File: config.mk
export PLATFORM = sky130hd
export DESIGN_NAME = onehot_line_encoder_flat
export DESIGN_NICKNAME = d
export VERILOG_FILES = /design/src/rtl/onehot_line_encoder_if.sv /design/src/rtl/onehot_line_encoder.sv /design/src/flat_wrapper.sv
export SDC_FILE = /design/constraint.sdc
export NUM_CORES = 1
export LEC_CHECK = 0
export ABC_AREA = 1
export CORE_MARGIN = 3
export CORE_UTILIZATION = 45
export CTS_CLUSTER_SIZE = 40
export DETAILED_ROUTE_END_ITERATION = 10
export REMOVE_ABC_BUFFERS = 1
export SETUP_SLACK_MARGIN = 0.5
export SYNTH_ARGS = -nofsm -noshare
export SYNTH_HDL_FRONTEND = slang
export SYNTH_SLANG_ARGS = --single-unit
export TNS_END_PERCENT = 20
File: constraint.sdc
create_clock -name bus_io_in -period 3.67 [get_ports bus_io_in]
set_clock_uncertainty 0.2 [all_clocks]
set_input_delay 0.367 -clock bus_io_in [delete_from_list [all_inputs] [get_ports bus_io_in]]
set_output_delay 0.367 -clock bus_io_in [all_outputs]
set_load 0.03 [all_outputs]
File: src/rtl/onehot_line_encoder_if.sv
// Tile-side bus of the one-hot line encoder: io_in carries clock, reset and
// the six select lines; io_out carries the registered code/status byte.
interface onehot_line_encoder_if;
  logic [7:0] io_in;
  logic [7:0] io_out;

  modport master (output io_in, input io_out);
  modport slave  (input io_in, output io_out);
endinterface

File: src/rtl/onehot_line_encoder.sv
// Recovers the 3-bit line index from six asynchronous one-hot select lines,
// with a synchronizer, a stability filter and idle/valid/error classification.
//
// state    | meaning
// ---------+-----------------------------------------------------------
// ST_IDLE  | last accepted pattern had no bit set; code holds
// ST_VALID | last accepted pattern was one-hot; code = its index
// ST_ERROR | last accepted pattern had two or more bits set; code holds
module onehot_line_encoder #(
  parameter int unsigned STABLE_CYCLES = 4
) (
  onehot_line_encoder_if.slave bus
);
  if (STABLE_CYCLES < 2 || STABLE_CYCLES > 15) begin : g_bad_param
    $error("STABLE_CYCLES must be in 2..15");
  end

  typedef enum logic [1:0] {
    ST_IDLE  = 2'd0,
    ST_VALID = 2'd1,
    ST_ERROR = 2'd2
  } state_t;

  localparam logic [3:0] CNT_MAX = 4'(STABLE_CYCLES);
  localparam logic [3:0] CNT_ACC = 4'(STABLE_CYCLES - 1);

  logic       clk;
  logic       rst_n;
  logic [5:0] s1;
  logic [5:0] s2;
  logic [5:0] cand;
  logic [5:0] acc;
  logic [3:0] cnt;
  logic       accept;
  logic [2:0] ones;
  logic [2:0] idx;

  state_t     state_q, state_d;
  logic [2:0] code_q, code_d;
  logic       strobe_q, strobe_d;
  logic [1:0] evt_q, evt_d;

  assign clk   = bus.io_in[0];
  assign rst_n = bus.io_in[1];

  // s2 must match cand for CNT_ACC+1 consecutive compares before acceptance;
  // cnt saturates so a held pattern is accepted only once.
  always_ff @(posedge clk or negedge rst_n) begin
    if (!rst_n) begin
      s1   <= '0;
      s2   <= '0;
      cand <= '0;
      cnt  <= '0;
      acc  <= '0;
    end else begin
      s1   <= bus.io_in[7:2];
      s2   <= s1;
      cand <= s2;
      if (s2 != cand) begin
        cnt <= '0;
      end else if (cnt != CNT_MAX) begin
        cnt <= cnt + 4'd1;
      end
      if (accept) begin
        acc <= cand;
      end
    end
  end

  assign accept = (s2 == cand) && (cnt == CNT_ACC);

  always_comb begin
    ones = '0;
    idx  = '0;
    for (int i = 0; i < 6; i++) begin
      if (cand[i]) begin
        ones = ones + 3'd1;
        idx  = 3'(i);
      end
    end
  end

  always_ff @(posedge clk or negedge rst_n) begin
    if (!rst_n) begin
      state_q  <= ST_IDLE;
      code_q   <= '0;
      strobe_q <= 1'b0;
      evt_q    <= '0;
    end else begin
      state_q  <= state_d;
      code_q   <= code_d;
      strobe_q <= strobe_d;
      evt_q    <= evt_d;
    end
  end

  always_comb begin
    state_d  = state_q;
    code_d   = code_q;
    strobe_d = 1'b0;
    evt_d    = evt_q;
    if (accept) begin
      if (ones == 3'd0) begin
        state_d = ST_IDLE;
      end else if (ones == 3'd1) begin
        state_d = ST_VALID;
        code_d  = idx;
        // Only a change to a different one-hot line counts as a new code.
        if (cand != acc) begin
          strobe_d = 1'b1;
          evt_d    = evt_q + 2'd1;
        end
      end else begin
        state_d = ST_ERROR;
      end
    end
  end

  assign bus.io_out = {evt_q, strobe_q, (state_q == ST_ERROR),
                       (state_q == ST_VALID), code_q};
endmodule

File: src/flat_wrapper.sv
// flat-port wrapper written by rule: the top's interface ports become plain ports
module onehot_line_encoder_flat 
#(
  parameter int unsigned STABLE_CYCLES = 4
)
  (bus_io_in, bus_io_out);
  onehot_line_encoder_if bus_i ();
  input wire logic [$bits(bus_i.io_in)-1:0] bus_io_in;
  output wire logic [$bits(bus_i.io_out)-1:0] bus_io_out;
  assign bus_i.io_in = bus_io_in;
  assign bus_io_out = bus_i.io_out;
  onehot_line_encoder #(.STABLE_CYCLES(STABLE_CYCLES)) u_core (.bus(bus_i));
endmodule
==> out/qor.csv, run 1 <==
stage;metric;value;unit
worst_setup_path;CP Launch Type;register;
synth;area share of the largest cell type after synthesis;50.3;%
grt;GR Layer Usage met3;10.8;%
grt;largest net degree at the start of global routing;14;
grt;GRT busiest layer;met2;
synth;most frequent cells after synthesis;50 x nand2_1, 36 x dfrtp_1, 24 x inv_1, 17 x nor2_1, 15 x nand3_1;
clock_network;CTS tree;yes;
worst_setup_path;Worst Path Max Fanout;6;
worst_setup_path;required time of the critical path;3.66;ns
floorplanning;Rows;22;
clock_network;cts hold-fix bufs;0;
sta;unrepaired setup endpoints after global routing;true;
outcome;outcome;finished with violations;
synth;number of flops mapped to enable cells by yosys;0;
synth;sequential fraction of the synthesis area;50.3;%
sta;Tmin final;3.34;ns
synth;Synth area leader;dfrtp_1;
grt;first-pass GRT wire length;6330;µm
sta;FMAX;300;MHz
grt;initial antenna violation count;0;
power_and_ir_drop;Cell Pwr Density;449;nW/µm²
placed_design;Port Buffer Count;8;
power_and_ir_drop;Max VDD drop;0.420;mV
clock_network;CTS clock-pin slew for the worst setup and hold paths;0.08;ns
route;Residual DRC;0;
grt;Congestion Overflow GR;0;
route;drt via density;4.99;
floorplanning;I/O pin count;16;
worst_setup_path;CP top delay family;simple AND/OR/NAND/NOR gates;
floorplanning;Chip Width;69.1;µm
worst_setup_path;crit path DAT;3.32;ns
sta;Setup violations, final;0;
sta;WHS;-0.532;ns
worst_hold_path;Hold Crit Class;clk -> async;
worst_setup_path;crit-path max cell delay;0.42;ns
sta;Fin Setup TNS;0;ns
route;final wirelength;3810;µm
job;max_cap viols;0;
worst_setup_path;buffers and inverters on the worst path;9;
route;vias;1411;
clock_network;clk_lat worst skew;0.29;ns
floorplanning;Die H;69.1;µm
sta;Worst Tran Pin Value;0.380;ns
grt;grt met1 use;17.7;%
synth;asr flop ratio synth;100;%
sta;Worst slew margin;74.6;%
grt;number of global-route vias before repair;1520;
route;WL per Instance;13.4;µm
placed_design;Cell Area, Placed;1900;µm²
synth;Syn Inst Count;205;
synth;Synth Register Bits;36;
sta;final number of hold-violating endpoints;42;
worst_setup_path;Worst setup EP type;register;
route;Starting DRT DRC Count;75;
power_and_ir_drop;leakage;0.994;nW
placed_design;Post-DP HPWL;2390;µm
outcome;failing checks;hold timing;
floorplanning;die area;4770;µm²
synth;most common cell in the netlist;nand2_1;
final_layout;Design Area, Final;2300;µm²
synth;Synth Area per Inst;8.73;µm²
final_layout;Antenna Cells;0;
route;Antenna Violating Nets Remaining;0;
worst_setup_path;Setup CP Type;reg -> reg;
synth;Top FF cell, synth;dfrtp_1;
synth;Unique masters post-synth;22;
worst_setup_path;CP max-delay cell;dfrtp_2;
final_layout;Util after Layout;61.6;%
worst_setup_path;cell mode on critical path;nand2_2;
grt;routing usage on met2;25.6;%
grt;GRT Total Usage;17.7;%
synth;Mapped Area;1790;µm²
route;Detailed Routing Iterations Pass 1;4;
floorplanning;core area;3740;µm²
final_layout;layout cells sized above 1;31.1;%
final_layout;Area growth, synth to finish;28.7;%
placed_design;placer's final routability congestion estimate;0.761;
sta;Max Slew Vio Count;0;
synth;most area-consuming cells after synthesis;dfrtp_1 50%, nand2_1 10%, xor2_1 5.4%;
sta;Final Cycle Share;90.9;%
floorplanning;Initial Util;47.8;%
final_layout;# nets final;246;
synth;Yosys warning count;0;
-- cell families after synthesis --
logic type,Yosys count,share of synthesized area [%]
AND/OR/NAND/NOR,105,28.0
flip-flops,36,50.3
buffers and inverters,32,7.34
AO/OA/AOI/OAI,13,3.63
XOR/XNOR,12,5.87
adder cells (fa/ha/maj),7,4.89
-- state kept, by name, summed over array words and instances (netlist names) --
signal	count
u_core.strobe_q	1
u_core.code_q	3
u_core.acc	6
u_core.state_q	2
u_core.evt_q	2
u_core.s1	6
u_core.s2	6
u_core.cnt	4
u_core.cand	6
-- power breakdown --
group / internal (mW) / switching, mW
clock: 0.277 / 0.360
sequential: 0.397 / 0
combinational: 0 / 0
-- stage by stage --
step | cells | worst slack (ns) | power (mW)
after global placement | 256 | 0.158 | 0.408
after detailed placement | 256 | 0.0127 | 0.408
after CTS | 282 | 0.362 | 1.07
after floorplan | 200 | 0.421 | 0.408
after global routing | 283 | 0.130 | 1.11
final | 283 | 0.334 | 1.03
-- placed cells by master, fill, tap and decap left out, types with 2 or more instances in the layout --
cell	instances
a21oi_1	4
buf_4	5
buf_6	6
clkbuf_8	10
clkdlybuf4s50_1	8
dfrtp_1	35
ha_1	3
ha_4	3
inv_1	17
inv_2	10
inv_6	2
nand2_1	39
nand2_2	12
nand2_4	4
nand3_1	13
nand3_2	8
nand4_1	3
nor2_1	15
nor2_2	2
nor2_4	3
nor3_1	3
o21ai_0	8
xor2_1	11
-- timing repair --
| item | 4_1_cts | 5_1_grt |
|---|---|---|
| pin swaps | 6 | 14 |
| buffers inserted | 10 | 1 |
| endpoints found under the hold margin | 0 | 0 |
| endpoints found under the setup margin | 8 | 8 |
| resized for setup | 17 | 23 |
-- layer usage --
| metal | up-vias | part of all wire, % |
|---|---|---|
| met5 | - | 0 |
| met4 | 0 | 3.5 |
| met3 | 16 | 4.4 |
| met1 | 678 | 44 |
| met2 | 23 | 49 |
| li1 | 694 | - |
-- cell type report --
type | instances | area (µm²)
inverters | 27 | 101
fillers | 327 | 1440
well taps | 48 | 60.1
repair buffers | 19 | 185
clock inverters | 6 | 50.0
clock buffers | 10 | 138
flip-flops and latches | 36 | 902
multi-input cells | 137 | 868
-- path summary, 6_finish.rpt --
path / slack [ns] / endpoint / cells past startpoint / startpoint
worst max-delay path: 0.33 / u_core.code_q[2] / 27 / u_core.cand[1]
worst min-delay path: -0.53 / u_core.acc[3] / 2 / bus_io_in[1]
worst max register to register: 0.33 / u_core.code_q[2] / 27 / u_core.cand[1]
worst min register to register: 0.15 / u_core.s2[1] / 0 / u_core.s1[1]
max in group asynchronous: 3.66 / u_core.cand[1] / 2 / bus_io_in[1]
min in group bus_io_in: -0.47 / u_core.s1[5] / 0 / bus_io_in[7]
(Power assumes the default switching activity.)
==> run 2, diff against run 1 <==
TNS_END_PERCENT = 30   (was 20)
==> out/qor.csv, run 2 (synthesized netlist as in run 1, its figures left out) <==
stage;metric;value;unit;change
clock_network;cts hold-fix bufs;0;;unchanged
final_layout;# nets final;247;;+0.41%
placed_design;Post-DP HPWL;2390;µm;unchanged
clock_network;clk_lat worst skew;0.29;ns;about the same
final_layout;most frequent cells in the layout;38 x nand2_1, 35 x dfrtp_1, 17 x inv_1, 15 x nand2_2, 15 x nor2_1;;
route;Detailed Routing Iterations Pass 1;4;;unchanged
power_and_ir_drop;leakage;0.967;nW;-2.7%
outcome;outcome;finished with violations;;
outcome;failing checks;hold timing;;
final_layout;commonest non-fill, non-tap cell in the layout;nand2_1;;
power_and_ir_drop;combinational share of power;0;%;unchanged
grt;first-pass GRT wire length;6330;µm;+0.11%
final_layout;Design Area, Final;2300;µm²;-0.22%
worst_setup_path;Critical Path Sink;u_core.evt_q[0];;
sta;Fin Setup TNS;0;ns;unchanged
floorplanning;Chip Width;69.1;µm;unchanged
worst_setup_path;Setup CP Type;reg -> reg;;
placed_design;placer's final routability congestion estimate;0.761;;unchanged
power_and_ir_drop;Sw Share;34.7;%;-0.11 points
worst_setup_path;Worst R2R Start;u_core.cand[1];;
worst_setup_path;Worst Path Max Fanout;4;;-2
grt;initial antenna violation count;0;;unchanged
sta;Max Slew Vio Count;0;;unchanged
worst_setup_path;CP startpoint;u_core.cand[1];;
sta;Tmin final;3.33;ns;-0.00392 ns
clock_network;CTS tree;yes;;
grt;GRT Total Usage;17.9;%;+0.12 points
floorplanning;Initial Util;47.8;%;unchanged
route;Starting DRT DRC Count;58;;-23%
power_and_ir_drop;switching power;0.358;mW;-0.49%
sta;final number of hold-violating endpoints;42;;unchanged
route;final wirelength;3800;µm;-0.18%
floorplanning;Rows;22;;unchanged
floorplanning;core area;3740;µm²;unchanged
placed_design;Port Buffer Count;8;;unchanged
power_and_ir_drop;clock network power share;61.5;%;about the same
worst_setup_path;crit path DAT;3.32;ns;about the same
sta;Final Cycle Share;90.8;%;-0.11 points
worst_hold_path;Hold Crit Class;clk -> async;;
final_layout;Antenna Cells;0;;unchanged
worst_setup_path;required time of the critical path;3.66;ns;about the same
power_and_ir_drop;Total Power;1.03;mW;-0.17%
power_and_ir_drop;Max VDD drop;0.420;mV;about the same
grt;largest net degree at the start of global routing;14;;unchanged
worst_setup_path;R2R setup slack;0.34;ns;about the same
route;Residual DRC;0;;unchanged
final_layout;Util after Layout;61.4;%;-0.13 points
route;vias;1427;;+1.1%
worst_setup_path;reg2reg end;u_core.evt_q[0];;
clock_network;CTS clock-pin slew for the worst setup and hold paths;0.08;ns;about the same
placed_design;Cell Area, Placed;1900;µm²;unchanged
sta;Setup violations, final;0;;unchanged
sta;FMAX;300;MHz;+0.12%
power_and_ir_drop;sequential power share;38.5;%;about the same
power_and_ir_drop;Cell Pwr Density;449;nW/µm²;about the same
sta;Worst Tran Pin Value;0.378;ns;-0.00203 ns
floorplanning;I/O pin count;16;;unchanged
final_layout;layout cells sized above 1;31.8;%;+0.72 points
worst_setup_path;CP Launch Type;register;;
floorplanning;Die H;69.1;µm;unchanged
sta;Worst slew margin;74.7;%;+0.14 points
power_and_ir_drop;Internal;0.675;mW;about the same
route;Antenna Violating Nets Remaining;0;;unchanged
grt;number of global-route vias before repair;1535;;+0.99%
worst_setup_path;Worst setup EP type;register;;
grt;Congestion Overflow GR;0;;unchanged
job;max_cap viols;0;;unchanged
final_layout;Area growth, synth to finish;28.4;%;
sta;unrepaired setup endpoints after global routing;true;;
sta;WHS;-0.533;ns;-0.000974 ns
route;WL per Instance;13.4;µm;-0.54%
floorplanning;die area;4770;µm²;unchanged
worst_setup_path;R2R depth;24;;-11%
route;drt via density;5.02;;+0.78%
## run 2: cell types whose count changed in the layout (fill, tap and decap cells not counted), sizes merged
cell  delta
buf      +1
## run 2: timing repair
action / 4_1_cts / 5_1_grt
hold endpoints to repair: 0 / 0
gates resized for setup: 19 / 19
buffers inserted: 11 / 1
setup endpoints to repair: 8 / 8
pin swaps: 7 / 9
## run 2: cell type report
cell class                      instances  area, µm²
Fill cell                             326       1440
Sequential cell                        36        902
Multi-Input combinational cell        137        856
Timing Repair Buffer                   20        193
Clock buffer                           10        138
Inverter                               27        101
Tap cell                               48       60.1
Clock inverter                          6       50.0
## run 2: worst min path at each step
stage,from,to,slack (ns),cells after the start
after floorplan,bus_io_in[1],u_core.acc[0],-0.50,0
after global placement,bus_io_in[1],u_core.acc[0],-0.50,0
after detailed placement,bus_io_in[1],u_core.acc[0],-0.50,0
after CTS,bus_io_in[1],u_core.acc[3],-0.53,2
after global routing,bus_io_in[1],u_core.acc[3],-0.53,2
final,bus_io_in[1],u_core.acc[3],-0.53,2
## run 2: power by group through the flow
stage | clock network, mW | registers, mW | logic, mW
floorplan | 0 | 0.408 | 0.000000237
global placement | 0 | 0.408 | 0.000000264
detailed placement | 0 | 0.408 | 0.000000264
CTS | 0.674 | 0.397 | 0.000000322
global route | 0.715 | 0.397 | 0.000000369
finish | 0.636 | 0.397 | 0.000000369
## run 2: critical path: stages (launching register included)
cell and delay (ns):
dfrtp_2 0.42, inv_2 0.09, ha_4 0.22, inv_2 0.07
nand2_2 0.07, nand2_2 0.07, inv_2 0.04, ha_4 0.26
nand2_4 0.05, nand2_1 0.08, ha_1 0.22, or2_4 0.25
nand2_1 0.06, inv_1 0.04, ha_2 0.16, nand2_2 0.10
inv_2 0.05, nand2_2 0.05, nand2_2 0.07, nand2_2 0.09
nand3_2 0.09, nor2_2 0.11, nand4_1 0.19, nand2_1 0.13
nand2_1 0.06
## run 2: metal layers
layer / track usage, % / vias to the layer above / part of all wire (%) / wire length (µm)
met5: 0 / - / 0 / 0
met4: 16.7 / 0 / 4.1 / 155
met3: 10.8 / 19 / 5.7 / 216
met2: 25.8 / 38 / 49 / 1850
met1: 17.4 / 674 / 42 / 1580
li1: - / 696 / - / -
## run 2: stage by stage
stage	std cells	setup WS (ns)
after global placement	256	0.158
after floorplan	200	0.421
after detailed placement	256	0.0127
final	284	0.338
after CTS	283	0.377
after global routing	284	0.142
